==> src/rtl/wb_sel_pkg.sv <==
// Shared definitions for the write-back source selector: source indices,
// the built-in constant, the buffered entry type and the skid occupancy states.
package wb_sel_pkg;
  localparam int SRC_ALUOUT   = 0;
  localparam int SRC_LSCTRL   = 1;
  localparam int SRC_IMM_SL16 = 2;
  localparam int SRC_HI       = 3;
  localparam int SRC_LO       = 4;
  localparam int SRC_CONST227 = 5;
  localparam int SRC_IMM_SEXT = 6;
  localparam int SRC_SHIFT    = 7;
  localparam int SRC_B        = 8;
  localparam int SRC_A        = 9;
  localparam int SRC_LT       = 10;
  localparam int WB_N_SRC     = 11;

  localparam int WB_CONST_VAL = 227;
  localparam int WB_DATA_W    = 32;
  localparam int WB_REG_AW    = 5;

  typedef struct packed {
    logic [WB_DATA_W-1:0] data;
    logic [WB_REG_AW-1:0] dst;
    logic                 we;
  } wb_entry_t;

  typedef enum logic [1:0] {CNT_EMPTY, CNT_ONE, CNT_FULL} cnt_e;
endpackage

==> src/rtl/wb_skid2.sv <==
// Generic 2-entry valid/ready skid buffer; in_ready is registered so the
// downstream ready never reaches the upstream combinationally.
// With WB_SEL_FWD_EN defined the skid entry is exported for forwarding.
module wb_skid2 import wb_sel_pkg::*; #(
  parameter type entry_t = wb_entry_t
) (
  input  logic   clk,
  input  logic   reset_n,
  input  entry_t in_entry,
  input  logic   in_valid,
  output logic   in_ready,
  output entry_t out_entry,
  output logic   out_valid,
  input  logic   out_ready
`ifdef WB_SEL_FWD_EN
  ,
  output entry_t skid_entry,
  output logic   skid_valid
`endif
);
  cnt_e   state_q, state_d;
  entry_t main_q, main_d, skid_q, skid_d;
  logic   rdy_q;
  logic   in_xfer, out_xfer;

  assign out_valid = (state_q != CNT_EMPTY);
  assign out_entry = main_q;
  assign in_ready  = rdy_q;
  assign in_xfer   = in_valid && rdy_q;
  assign out_xfer  = out_valid && out_ready;

`ifdef WB_SEL_FWD_EN
  assign skid_entry = skid_q;
  assign skid_valid = (state_q == CNT_FULL);
`endif

  always_ff @(posedge clk) begin
    if (!reset_n) begin
      state_q <= CNT_EMPTY;
      main_q  <= '0;
      skid_q  <= '0;
      rdy_q   <= 1'b1;
    end else begin
      state_q <= state_d;
      main_q  <= main_d;
      skid_q  <= skid_d;
      rdy_q   <= (state_d != CNT_FULL);
    end
  end

  // main always holds the oldest entry; skid only fills when main is stalled
  always_comb begin
    state_d = state_q;
    main_d  = main_q;
    skid_d  = skid_q;
    case (state_q)
      CNT_EMPTY: if (in_xfer) begin
        main_d  = in_entry;
        state_d = CNT_ONE;
      end
      CNT_ONE: begin
        if (in_xfer && out_xfer) main_d = in_entry;
        else if (in_xfer) begin
          skid_d  = in_entry;
          state_d = CNT_FULL;
        end else if (out_xfer) state_d = CNT_EMPTY;
      end
      CNT_FULL: if (out_xfer) begin
        main_d  = skid_q;
        state_d = CNT_ONE;
      end
      default: state_d = CNT_EMPTY;
    endcase
  end
endmodule

==> src/rtl/wb_sel_pipe.sv <==
// Register-file write-back selector: picks one of N_SRC sources, qualifies the
// write-enable and hands the entry to a 2-entry skid buffer. WB_SEL_FWD_EN adds a forwarding lookup.
module wb_sel_pipe import wb_sel_pkg::*; #(
  parameter int DATA_W    = WB_DATA_W,
  parameter int N_SRC     = WB_N_SRC,
  parameter int SEL_W     = $clog2(N_SRC),
  parameter int REG_AW    = WB_REG_AW,
  parameter int CONST_IDX = SRC_CONST227,
  parameter int CONST_VAL = WB_CONST_VAL
) (
  input  logic                    clk,
  input  logic                    reset_n,
  input  logic [N_SRC*DATA_W-1:0] src_bus,
  input  logic [SEL_W-1:0]        sel,
  input  logic [REG_AW-1:0]       in_dst,
  input  logic                    in_we,
  input  logic                    in_valid,
  output logic                    in_ready,
  output logic [DATA_W-1:0]       out_data,
  output logic [REG_AW-1:0]       out_dst,
  output logic                    out_we,
  output logic                    out_valid,
  input  logic                    out_ready,
  output logic                    sel_err,
  input  logic                    clr_err
`ifdef WB_SEL_FWD_EN
  ,
  input  logic [REG_AW-1:0]       fwd_addr,
  output logic                    fwd_hit,
  output logic [DATA_W-1:0]       fwd_data
`endif
);
  typedef struct packed {
    logic [DATA_W-1:0] data;
    logic [REG_AW-1:0] dst;
    logic              we;
  } entry_t;

  entry_t in_e, out_e;
  logic   sel_legal;

  // illegal selects forward zero data with we cleared so completion is still signalled
  always_comb begin
    in_e      = '0;
    sel_legal = (32'(sel) < N_SRC);
    for (int i = 0; i < N_SRC; i++)
      if (32'(sel) == i)
        in_e.data = (i == CONST_IDX) ? DATA_W'(CONST_VAL) : src_bus[i*DATA_W +: DATA_W];
    in_e.dst = in_dst;
    in_e.we  = in_we && (in_dst != '0) && sel_legal;
  end

  always_ff @(posedge clk) begin
    if (!reset_n)                          sel_err <= 1'b0;
    else if (in_valid && in_ready && !sel_legal) sel_err <= 1'b1;
    else if (clr_err)                      sel_err <= 1'b0;
  end

`ifdef WB_SEL_FWD_EN
  entry_t skid_e;
  logic   skid_v, main_hit, skid_hit;
`endif

  wb_skid2 #(.entry_t(entry_t)) u_skid (
    .clk       (clk),
    .reset_n   (reset_n),
    .in_entry  (in_e),
    .in_valid  (in_valid),
    .in_ready  (in_ready),
    .out_entry (out_e),
    .out_valid (out_valid),
    .out_ready (out_ready)
`ifdef WB_SEL_FWD_EN
    ,
    .skid_entry(skid_e),
    .skid_valid(skid_v)
`endif
  );

  assign out_data = out_e.data;
  assign out_dst  = out_e.dst;
  assign out_we   = out_e.we;

`ifdef WB_SEL_FWD_EN
  // the skid entry is younger, so it shadows a matching main entry
  always_comb begin
    skid_hit = skid_v && skid_e.we && (skid_e.dst == fwd_addr) && (fwd_addr != '0);
    main_hit = out_valid && out_e.we && (out_e.dst == fwd_addr) && (fwd_addr != '0);
    fwd_hit  = skid_hit || main_hit;
    fwd_data = skid_hit ? skid_e.data : (main_hit ? out_e.data : '0);
  end
`endif
endmodule
==> config.mk <==
export PLATFORM = sky130hd
export DESIGN_NAME = wb_sel_pipe
export DESIGN_NICKNAME = d
export VERILOG_FILES = /design/src/rtl/wb_sel_pkg.sv /design/src/rtl/wb_skid2.sv /design/src/rtl/wb_sel_pipe.sv
export SDC_FILE = /design/constraint.sdc
export NUM_CORES = 1
export LEC_CHECK = 0
export ABC_CLOCK_PERIOD_IN_PS = 1900
export CORE_AREA = 4 4 156 158
export DETAILED_ROUTE_END_ITERATION = 12
export DIE_AREA = 0 0 160 162
export SYNTH_ARGS = -nofsm -noshare
export SYNTH_HDL_FRONTEND = slang
export SYNTH_SLANG_ARGS = --single-unit
==> constraint.sdc <==
create_clock -name clk -period 1.9 [get_ports clk]
set_input_delay 0.19 -clock clk [delete_from_list [all_inputs] [get_ports clk]]
set_output_delay 0.19 -clock clk [all_outputs]
set_load 0.005 [all_outputs]
Word level (Yosys, flattened, before mapping)

Cells that the tools add are included.

Magnitude comparators: 1
Eq/ne operators: 16
Multiplexer cells: 23
Bitwise operators: 1
Reductions and logical operators: 15

Operator list:

| operator                                            | number |
|---|---|
| two-way mux 32 bit                                  | 11 |
| two-way mux 38 bit                                  | 3 |
| one-hot mux 38 bit (3 select lines)                 | 1 |
| equality test 4 x 3 -> 1 bit, second input constant | 4 |
| equality test 4 bit, second input constant          | 3 |
| two-way mux 2 bit                                   | 5 |
| equality test 4 x 2 -> 1 bit, second input constant | 2 |
| logical AND 1 bit                                   | 6 |
| != test 2 x 1 -> 1 bit, second input constant       | 3 |
| one-hot mux 2 bit (3 select lines)                  | 1 |
| nonzero test 5 bit                                  | 1 |
| equality test 4 x 1 -> 1 bit, second input constant | 1 |
| zero test 4 bit                                     | 1 |
| < comparator 4 bit, second input constant           | 1 |
| AND reduction 4 bit                                 | 1 |
| nonzero test 2 bit                                  | 2 |
| AND reduction 3 bit                                 | 1 |
| nonzero test 3 bit                                  | 1 |
| equality test 2 x 1 -> 1 bit, second input constant | 1 |
| equality test 2 bit, second input constant          | 1 |
| zero test 2 bit                                     | 1 |
| two-way mux 1 bit                                   | 2 |
| != test 2 bit, second input constant                | 1 |
| zero test 1 bit                                     | 1 |
| NOT 1 bit                                           | 1 |

Register bits after elaboration: 80
Logic and storage cells: 65

Logic depth before layout (Yosys ltp)

Gate-level depths: netlist of the first run.

Word-level depth: 14
Mapped depth: 9
Gate-level depth less buffers: 5

Modules after synthesis

Synthesis of the first run repeated with hierarchy kept, for this count alone.

Cell total of the unflattened synthesis: 882
Area total of the unflattened synthesis: 6,781.5 sq um

By module, submodules not included:

| module      | times used | cells an instance | area an instance (sq um) | seq. area each (sq um) |
|---|---|---|---|---|
| wb_sel_pipe | 1          | 527               | 3,519.6                  | 20.0 |
| wb_skid2    | 1          | 355               | 3,261.9                  | 1,581.5 |

Least setup slack after synthesis of the first run

OpenSTA, ideal clock, no wires.

Path type: input to register
Start point: input sel[0]
End point: register u_skid.main_q (netlist bit u_skid.out_entry[15])
Setup time: 0.116 ns
Arrival: 1.504 ns
Slack: 0.280 ns
Cell stages on the path: 8
Path through: buf_4 > buf_4 > buf_2 > mux2i_1 > nor2_1 > a211oi_1 > a311oi_1 > a31o_2

Cells in the longest elaborated chain, start to end: 14
Elaborated cells on any way between the ends: 25
Those cells by class: eq/ne: 10; mux: 14; reduce/logical: 1

RTL lines:

| item                                         | line                           | text |
|---|---|---|
| start, declared                              | wb_sel_pipe.sv:14              | `input logic [SEL_W-1:0] sel,` |
| zero test 4 bit                              | wb_sel_pipe.sv:47              | `if (32'(sel) == i)` |
| two-way mux 32 bit (10 in series)            | wb_sel_pipe.sv:47              |  |
| two-way mux 32 bit *                         | wb_sel_pipe.sv:47              |  |
| two-way mux 38 bit, on equally long branches | wb_skid2.sv:62, wb_skid2.sv:57 |  |
| one-hot mux 38 bit (3 select lines) *        | wb_skid2.sv:56                 | `case (state_q)` |
| end signal, assigned                         | wb_skid2.sv:45                 | `main_q <= main_d;` |
| end, declared                                | wb_skid2.sv:22                 | `entry_t main_q, main_d, skid_q, skid_d;` |

Mark *: on every way between the ends. The rest lies on a longest branch, timed or not. The select of a mux whose other input is x is not followed.
A chain may end at the register's enable or synchronous reset.

Worst setup path in the final report of the first run

Start point: input sel[3]
End point: register u_skid.skid_q[14] (netlist bit)

Cells in the longest elaborated chain, start to end: 12
Elaborated cells on any way between the ends: 22
Those cells by class: eq/ne: 10; mux: 11; reduce/logical: 1

RTL lines:

| item                              | line              | text |
|---|---|---|
| zero test 4 bit                   | wb_sel_pipe.sv:47 |  |
| two-way mux 32 bit (10 in series) | wb_sel_pipe.sv:47 |  |
| two-way mux 32 bit *              | wb_sel_pipe.sv:47 |  |
| end signal, assigned              | wb_skid2.sv:46    | `skid_q <= skid_d;` |
| end, declared                     | wb_skid2.sv:22    |  |

Mark *: on every way between the ends. The rest lies on a longest branch, timed or not.

==> flow_metrics.py, run 1 <==
metrics = {
    "layout": {
        "drive_above_1_share_pct": 13.2,
        "final_cell_area_um2": 11300,
        "layout.nets": 1563,
        "final_common_cell": "clkdlybuf4s50_1",
        "final_cell_mix": "371 x clkdlybuf4s50_1, 80 x dfxtp_1, 76 x o21ai_0",
        "final_util_pct": 49.0,
        "syn2layout_area_growth_pct": 76.6,
    },
    "place": {
        "port_buffers": 375,
        "dp_hpwl_um": 25600,
        "place_area_um2": 11000,
        "gp_congestion": 0.866,
        "dp_slack_ns": -0.236,
    },
    "sta": {
        "worst_slack_ns": 0.129,
        "maxSlewHeadroom_pct": 61.2,
        "rsz0062_at_grt": "false",
        "tightestPinTransition_ns": 0.579,
        "fin_skew_ns": 0.00524,
        "min_period_ns": 1.77,
        "maxSlewViolCount": 0,
        "tns_ns": 0,
        "final-hold-violation-count": 0,
        "fmax_mhz": 565,
        "finalCritPeriodShare_pct": 93.2,
        "setup_viol": 0,
    },
    "floorplanning": {
        "start_util_pct": 27.7,
        "ios": 408,
        "placementRows": 56,
        "die-area_um2": 25900,
        "fp.dieW_um": 160,
        "fp.coreArea_um2": 23100,
        "die_y_um": 162,
    },
    "global_route": {
        "use_met3_pct": 6.37,
        "grt_first_pass_wirelength_um": 46800,
        "grt_use_met2_pct": 42.3,
        "top_usage_layer": "met2",
        "grt_overflow": 0,
        "grt_max_degree": 47,
        "grt_util_met1_pct": 26.6,
        "antenna_found_initial": 6,
        "track_usage_pct": 23.2,
        "grt_pass1_vias": 8067,
    },
    "power": {
        "peakVddDrop_mv": 0.443,
        "p_leak_nw": 4.26,
        "cellPowerDensity_nw_per_um2": 528,
    },
    "flow_run": {
        "cap_viol_max_count": 0,
    },
    "yosys": {
        "synth_nets": 1175,
        "yosys_most_used_dff": "dfxtp_1",
        "ys_types": 57,
        "async_flop_share_pct": 0,
        "avgSynthCellArea_um2": 7.94,
        "syn_inst": 808,
        "syn_area_um2": 6410,
        "yosysSeqAreaShare_pct": 25.0,
        "synth_edf_count": 0,
        "yosys_warnings": 0,
        "ys_seq_elements": 80,
    },
    "clocking": {
        "cts_setup_buffers": 0,
        "htree_levels": 3,
        "cts_inserted_buffers": 9,
        "cts_tree": "built",
        "root_buffer": "clkbuf_16",
        "cts.sinks": 80,
        "clk_path_buf_depth": 2,
        "clk_latency_ns": 0.33,
        "clkTransAtPathRegs_ns": 0.06,
    },
    "route": {
        "routed_wl_um": 31400,
        "wl_per_cell_um": 21.0,
        "routed_via_density": 5.35,
        "via_count": 8003,
        "drtAntennaViolNets": 0,
        "initialDrtViolationCount": 409,
        "dr.pass1.iters": 5,
        "drc": 0,
    },
    "critical_path": {
        "endpoint_kind": "flip-flop",
        "cp.arrival_ns": 1.98,
        "crit_path_start_kind": "input port",
        "r2r-start": "u_skid.state_q[1]",
        "path_max_fanout": 8,
        "critical_path_class": "input port to flip-flop",
        "crit_start": "sel[3]",
        "required_ns": 2.11,
    },
    "outcome": {
        "status": "finished, final reports clean",
    },
    "hold_path": {
        "hold_class": "input port to flip-flop",
        "hp-start": "reset_n",
    },
}
repair_timing:
| item | 4_1_cts | 5_1_grt |
|---|---|---|
| setup endpoints to repair | 0 | 1 |
| gates resized for setup | 0 | 1 |
| hold buffers | 0 | 0 |
cells in the mapped netlist, drive strengths merged (25+ instances only):
master	n	share of area, %
clkbuf	45	2.6
buf	45	4.5
mux2i	51	8.0
nand2b	32	3.1
a31oi	29	2.8
dfxtp	80	25
a31o	25	3.4
o221ai	26	3.6
nor2	57	3.4
a21oi	52	4.1
o21ai	79	6.2
nand2	46	2.7
registers in the layout, indices dropped and copies added (netlist names):
signal / flops
u_skid.out_entry: 38
u_skid.skid_q: 38
u_skid.state_q: 2
sel_err: 1
u_skid.in_ready: 1
final cells by class:
class                   count  area [um2]
inverters                  10        37.5
clock inverters             5         105
flip-flops and latches     80        1600
well taps                 290         363
fillers                  2296       11800
clock buffers              11         233
diodes                      5        12.5
repair buffers            467        4640
multi-input cells         628        4330
logic make-up after synthesis:
kind of cell | Yosys count | share of synthesized area, %
DFF | 80 | 25.0
muxes | 76 | 12.5
buffers and inverters | 100 | 7.71
and+or+nand+nor | 184 | 14.5
AOI/OAI and AO/OA | 368 | 40.3
metrics by stage:
step	power, W	hold slack, ns	cells
after global routing	0.00626	0.315	1496
final	0.00598	0.277	1496
after global placement	0.00403	0.447	1475
after detailed placement	0.00404	0.452	1475
after floorplan	0.00272	0.335	808
after CTS	0.00604	0.275	1491
worst max-delay path, stage by stage:
cell and delay [ns]:
clkdlybuf4s50_1 0.41, buf_4 0.16, buf_4 0.15, nand2b_1 0.18
nor2_1 0.29, a21oi_1 0.13, a221oi_2 0.35, a21oi_1 0.11
path summary, 6_finish.rpt:
check,slack (ns),cells past startpoint,endpoint
setup / recovery,0.13,8,u_skid.skid_q[14]
hold / removal,0.28,3,u_skid.skid_q[17]
setup reg to reg,0.28,5,u_skid.out_entry[28]
hold reg to reg,0.46,2,u_skid.skid_q[16]
power breakdown:
part | total, W | switching (W) | internal (W)
combinational | 0.00213 | 0.000844 | 0.00129
sequential | 0.00185 | 0.0000633 | 0.00179
clock | 0.00199 | 0.000701 | 0.00129
layer usage:
layer / vias to the layer above / part of all wire (%) / wire length, um
met5: - / 0.041 / 13
met2: 321 / 51 / 16000
met1: 3760 / 40 / 12500
met4: 2 / 1.7 / 536
met3: 33 / 7.4 / 2320
li1: 3887 / - / -
Note: power is estimated with default switching activity, not from simulation.
==> run 2: changes to the inputs <==
Settings changed: PLACE_DENSITY set to 0.67, RECOVER_POWER set to 25, TNS_END_PERCENT set to 30.
==> run 2 against run 1 <==
Wire length decreased by 1.1%. Combinational power about the same. Final cell count increased by 1.1%. Worst setup slack got worse by 0.077 ns. Critical path depth shrank 5. Global-route usage fell by 0.63 points. Maximum frequency fell by 4.2%.
==> flow_metrics.py, run 2 (synthesized netlist as in run 1, its figures left out) <==
metrics = {
    "outcome": {
        "status": "finished, final reports clean",
    },
    "flow_run": {
        "cap_viol_max_count": 0,
    },
    "power": {
        "p_seq_share_pct": 31.0,
        "switching_share_pct": 26.9,
        "power_switching_w": 0.00161,
        "clkPwrFrac_pct": 33.2,
        "p_int_w": 0.00437,
        "pwr-share-comb_pct": 35.8,
        "p_total_w": 0.00598,
        "peakVddDrop_mv": 0.499,
        "p_leak_nw": 4.38,
        "cellPowerDensity_nw_per_um2": 524,
    },
    "place": {
        "gp_congestion": 0.918,
        "port_buffers": 375,
        "dp_hpwl_um": 25300,
        "dp_slack_ns": -0.237,
    },
    "route": {
        "via_count": 8113,
        "routed_wl_um": 31000,
        "routed_via_density": 5.36,
        "drc": 0,
        "wl_per_cell_um": 20.5,
        "initialDrtViolationCount": 570,
        "dr.pass1.iters": 5,
        "drtAntennaViolNets": 0,
    },
    "sta": {
        "fin_skew_ns": 0.00599,
        "rsz0062_at_grt": "true",
        "finalCritPeriodShare_pct": 97.3,
        "maxSlewViolCount": 0,
        "fmax_mhz": 541,
        "final-hold-violation-count": 0,
        "min_period_ns": 1.85,
        "maxSlewHeadroom_pct": 66.0,
        "tightestPinTransition_ns": 0.508,
        "setup_viol": 0,
        "worst_slack_ns": 0.0520,
    },
    "critical_path": {
        "crit_path_start_kind": "flip-flop",
        "required_ns": 1.71,
        "path_max_fanout": 7,
        "max_stage_delay_ns": 0.44,
        "cp.arrival_ns": 1.66,
        "critical_path_class": "flip-flop to output port",
        "endpoint_kind": "output port",
        "r2r-start": "u_skid.state_q[1]",
        "crit_start": "u_skid.state_q[1]",
        "cp_cell_sequence": "buf_4, or2_2, clkdlybuf4s50_1",
        "critical-path-slowest-cell": "clkdlybuf4s50_1",
    },
    "floorplanning": {
        "start_util_pct": 27.7,
        "ios": 408,
        "die_y_um": 162,
        "fp.dieW_um": 160,
        "fp.coreArea_um2": 23100,
        "placementRows": 56,
        "die-area_um2": 25900,
    },
    "layout": {
        "final_cell_mix": "345 x clkdlybuf4s50_1, 94 x buf_4, 80 x dfxtp_1",
        "syn2layout_area_growth_pct": 77.9,
        "fillers": 2254,
        "final_util_pct": 49.3,
        "layout.nets": 1579,
        "final_common_cell": "clkdlybuf4s50_1",
        "drive_above_1_share_pct": 14.2,
    },
    "clocking": {
        "cts_resized": 0,
        "cts_inserted_buffers": 9,
        "clk_path_buf_depth": 2,
        "cts.sinks": 80,
        "hold_buffers": 0,
        "htree_levels": 3,
        "clkTransAtPathRegs_ns": 0.06,
        "clk_latency_ns": 0.34,
        "cts_setup_buffers": 0,
        "cts_tree": "built",
        "root_buffer": "clkbuf_16",
    },
    "hold_path": {
        "hold_class": "input port to flip-flop",
        "hp-start": "reset_n",
    },
    "global_route": {
        "antenna_found_initial": 6,
        "grt_pass1_vias": 8022,
        "grt_overflow": 0,
        "grt_max_degree": 69,
        "grt_first_pass_wirelength_um": 45800,
        "track_usage_pct": 22.5,
    },
}
## run 2: final cells by class
class / instances / area [um2] / area share [%]
Antenna cell: 6 / 15.0 / 0.132
Clock buffer: 11 / 233 / 2.04
Clock inverter: 5 / 105 / 0.921
Inverter: 10 / 37.5 / 0.329
Multi-Input combinational cell: 628 / 4330 / 37.9
Sequential cell: 80 / 1600 / 14.0
Tap cell: 290 / 363 / 3.18
Timing Repair Buffer: 483 / 4730 / 41.4
## run 2: routing by layer
metal / part of all wire [%] / track usage [%] / up-vias
met3: 8.3 / 6.06 / 33
met5: 0 / 0 / -
met4: 2.1 / 6.41 / 0
li1: - / - / 3922
met1: 39 / 25.8 / 3773
met2: 51 / 41.2 / 385
## run 2: path summary, 6_finish.rpt
kind	cells past startpoint	slack [ns]	endpoint
max	3	0.05	out_valid
min	3	0.34	u_skid.out_entry[3]
max reg2reg	5	0.27	u_skid.skid_q[0]
min reg2reg	2	0.46	u_skid.skid_q[3]
## run 2: through the flow
stage / TNS (ns) / instance area (um2) / std cells / hold slack, ns
after detailed placement: -6.48 / 11100 / 1491 / 0.454
final: 0 / 11400 / 1513 / 0.343
after CTS: 0 / 11400 / 1507 / 0.332
after global placement: -5.03 / 11100 / 1491 / 0.451
after floorplan: 0 / 6410 / 808 / 0.335
after global routing: -0.0279 / 11400 / 1512 / 0.350
## run 2: worst max-delay path, delay by kind of cell, from the launching register on
family / cells / cell delay, ns
buffers and inverters: 2 / 0.64
and+or+nand+nor: 1 / 0.30
DFF: 1 / 0.39
## run 2: power by group through the flow
stage	clock, W	sequential (W)	combinational (W)
final	0.00198	0.00185	0.00214
after global routing	0.00209	0.00186	0.00230
after CTS	0.00202	0.00186	0.00218
after floorplan	0	0.00188	0.000833
after detailed placement	0	0.00189	0.00217
after global placement	0	0.00189	0.00216
==> RTL edit: new RTL, settings of run 1 <==
Set the package constant `WB_N_SRC` to 12 (it was 11).
--- a/src/rtl/wb_sel_pkg.sv
+++ b/src/rtl/wb_sel_pkg.sv
@@ -12,7 +12,7 @@
   localparam int SRC_B        = 8;
   localparam int SRC_A        = 9;
   localparam int SRC_LT       = 10;
-  localparam int WB_N_SRC     = 11;
+  localparam int WB_N_SRC     = 12;
 
   localparam int WB_CONST_VAL = 227;
   localparam int WB_DATA_W    = 32;
Interface: changed (resized src_bus); port bits go from 408 to 440. The function was not compared with the original's and may differ.
==> RTL edit against run 1 <==
Worst setup slack better by 0.016 ns; wire length is 16% higher; via count rose by 9.2%; synthesized area grew 6.5%; core utilization grew 2.8 points; sequential cell count unchanged; design area up 5.7%; power fell by 0.76%; critical endpoint is now u_skid.skid_q[18].
==> RTL edit: results (changes against run 1) <==
portBuffers: 407  # +8.5%
min_to: "u_skid.skid_q[14]"
layout.nets: 1712  # +9.5%
min-delay-start: "u_skid.skid_q[14]"
gp_congestion: 0.8969  # +3.5%
crit_arrival_ns: 2.02  # +0.04 ns
fill_cells: 2265  # -1.4%
drt-total-wl_um: 36310  # +16%
ff2ff_setup_slack_ns: 0.15  # -0.13 ns
grt_pass1_wl_um: 53720  # +15%
dp_slack_ns: -0.2014  # +0.03438 ns
r2r-start: "u_skid.in_ready"
clock_skew_ns: 0.005275  # +0.00003755 ns
wl_per_cell_um: 22.58  # +7.7%
netlist_top_cells_count: "o21ai_0 (116), nand2_1 (97), dfxtp_1 (80)"
min-delay-path-class: "reg -> reg"
synth_cell_types: 65  # +14%
dp.cells: 1592  # +7.9%
antenna_cells: 0  # -5
hold_ws_ns: 0.4448  # +0.1675 ns
final_layout_size_suffix_gt1_share_pct: 11.61  # -1.5 points
crit_path_top_delay_cell: "nor2_1"
synth_fp_nets: 1288  # +9.6%
vias: 8737  # +9.2%
grt_max_degree: 39  # -17%
yosysSeqAreaShare_pct: 23.45  # -1.5 points
crit_path_max_fanout: 13  # +5
max_stage_delay_ns: 0.73  # +0.32 ns
track_usage_pct: 26.60  # +3.4 points
reg2reg_depth: 4  # -1
hold_path_depth: 2  # -1
worstReg2RegEnd: "u_skid.skid_q[18]"
status: "finished, final reports clean"
syn_inst: 889  # +10%
==> RTL edit: cell types whose count changed after synthesis, sizes merged, moves of 20 or more <==
| cell | run 1 | this run |
|---|---|---|
| nand2 | 46 | 97 |
| o21ai | 79 | 124 |
| a31oi | 29 | 3 |
| a31o | 25 | 0 |
| nand2b | 32 | 9 |
| nor2 | 57 | 34 |
| o221ai | 26 | 6 |
==> RTL edit: tightest hold or removal path, delay by kind of cell (launching register included) <==
kind	cells	cell delay, ns
compound gates	1	0.05
flops	1	0.32
simple gates	1	0.04
==> RTL edit: how the worst max path moves through the flow <==
stage	cells past startpoint	end	slack, ns
after floorplan	6	u_skid.out_entry[12]	0.32
after global placement	9	u_skid.out_entry[27]	-0.19
after detailed placement	5	u_skid.skid_q[29]	-0.20
after CTS	4	u_skid.skid_q[18]	0.12
after global routing	4	u_skid.skid_q[18]	0.005
final	5	u_skid.skid_q[18]	0.15
==> RTL edit: cells by family (layout without fill, tap and decap cells) <==
family	count (synthesis)	in the layout	share of synthesized area, %
buffers and inverters	108	537	8.408
AND/OR/NAND/NOR	213	213	15.31
flip-flops	80	80	23.45
AO/OA/AOI/OAI	399	399	39.09
multiplexers	89	89	13.74
==> RTL edit: metal layers <==
layer	vias up	global-route usage [%]	share of wire, %
li1	4244	-	-
met1	4089	30.98	40
met2	369	48.69	50
met3	33	7.460	7.9
met4	2	5.749	2.0
met5	-	0	0.036
==> RTL edit: stage by stage <==
stage               cell area [sq um]  util, %
floorplan                        6830        -
global placement                11680    50.50
detailed placement              11680    50.50
CTS                             11980    51.80
global route                    11980    51.80
finish                          11980    51.80
==> RTL edit: power by group <==
group          total, mW  internal [mW]  switching (mW)  leakage (nW)
sequential          1.83           1.78          0.0518         0.653
clock               1.75           1.09           0.665         0.150
combinational       2.35           1.38           0.970          3.82
==> RTL edit: layout make-up <==
class / count / area share, %
Timing Repair Buffer: 505 / 41.63
Multi-Input combinational cell: 701 / 38.96
Sequential cell: 80 / 13.37
Tap cell: 290 / 3.030
Clock buffer: 13 / 2.173
Inverter: 16 / 0.5015
Clock inverter: 3 / 0.3343
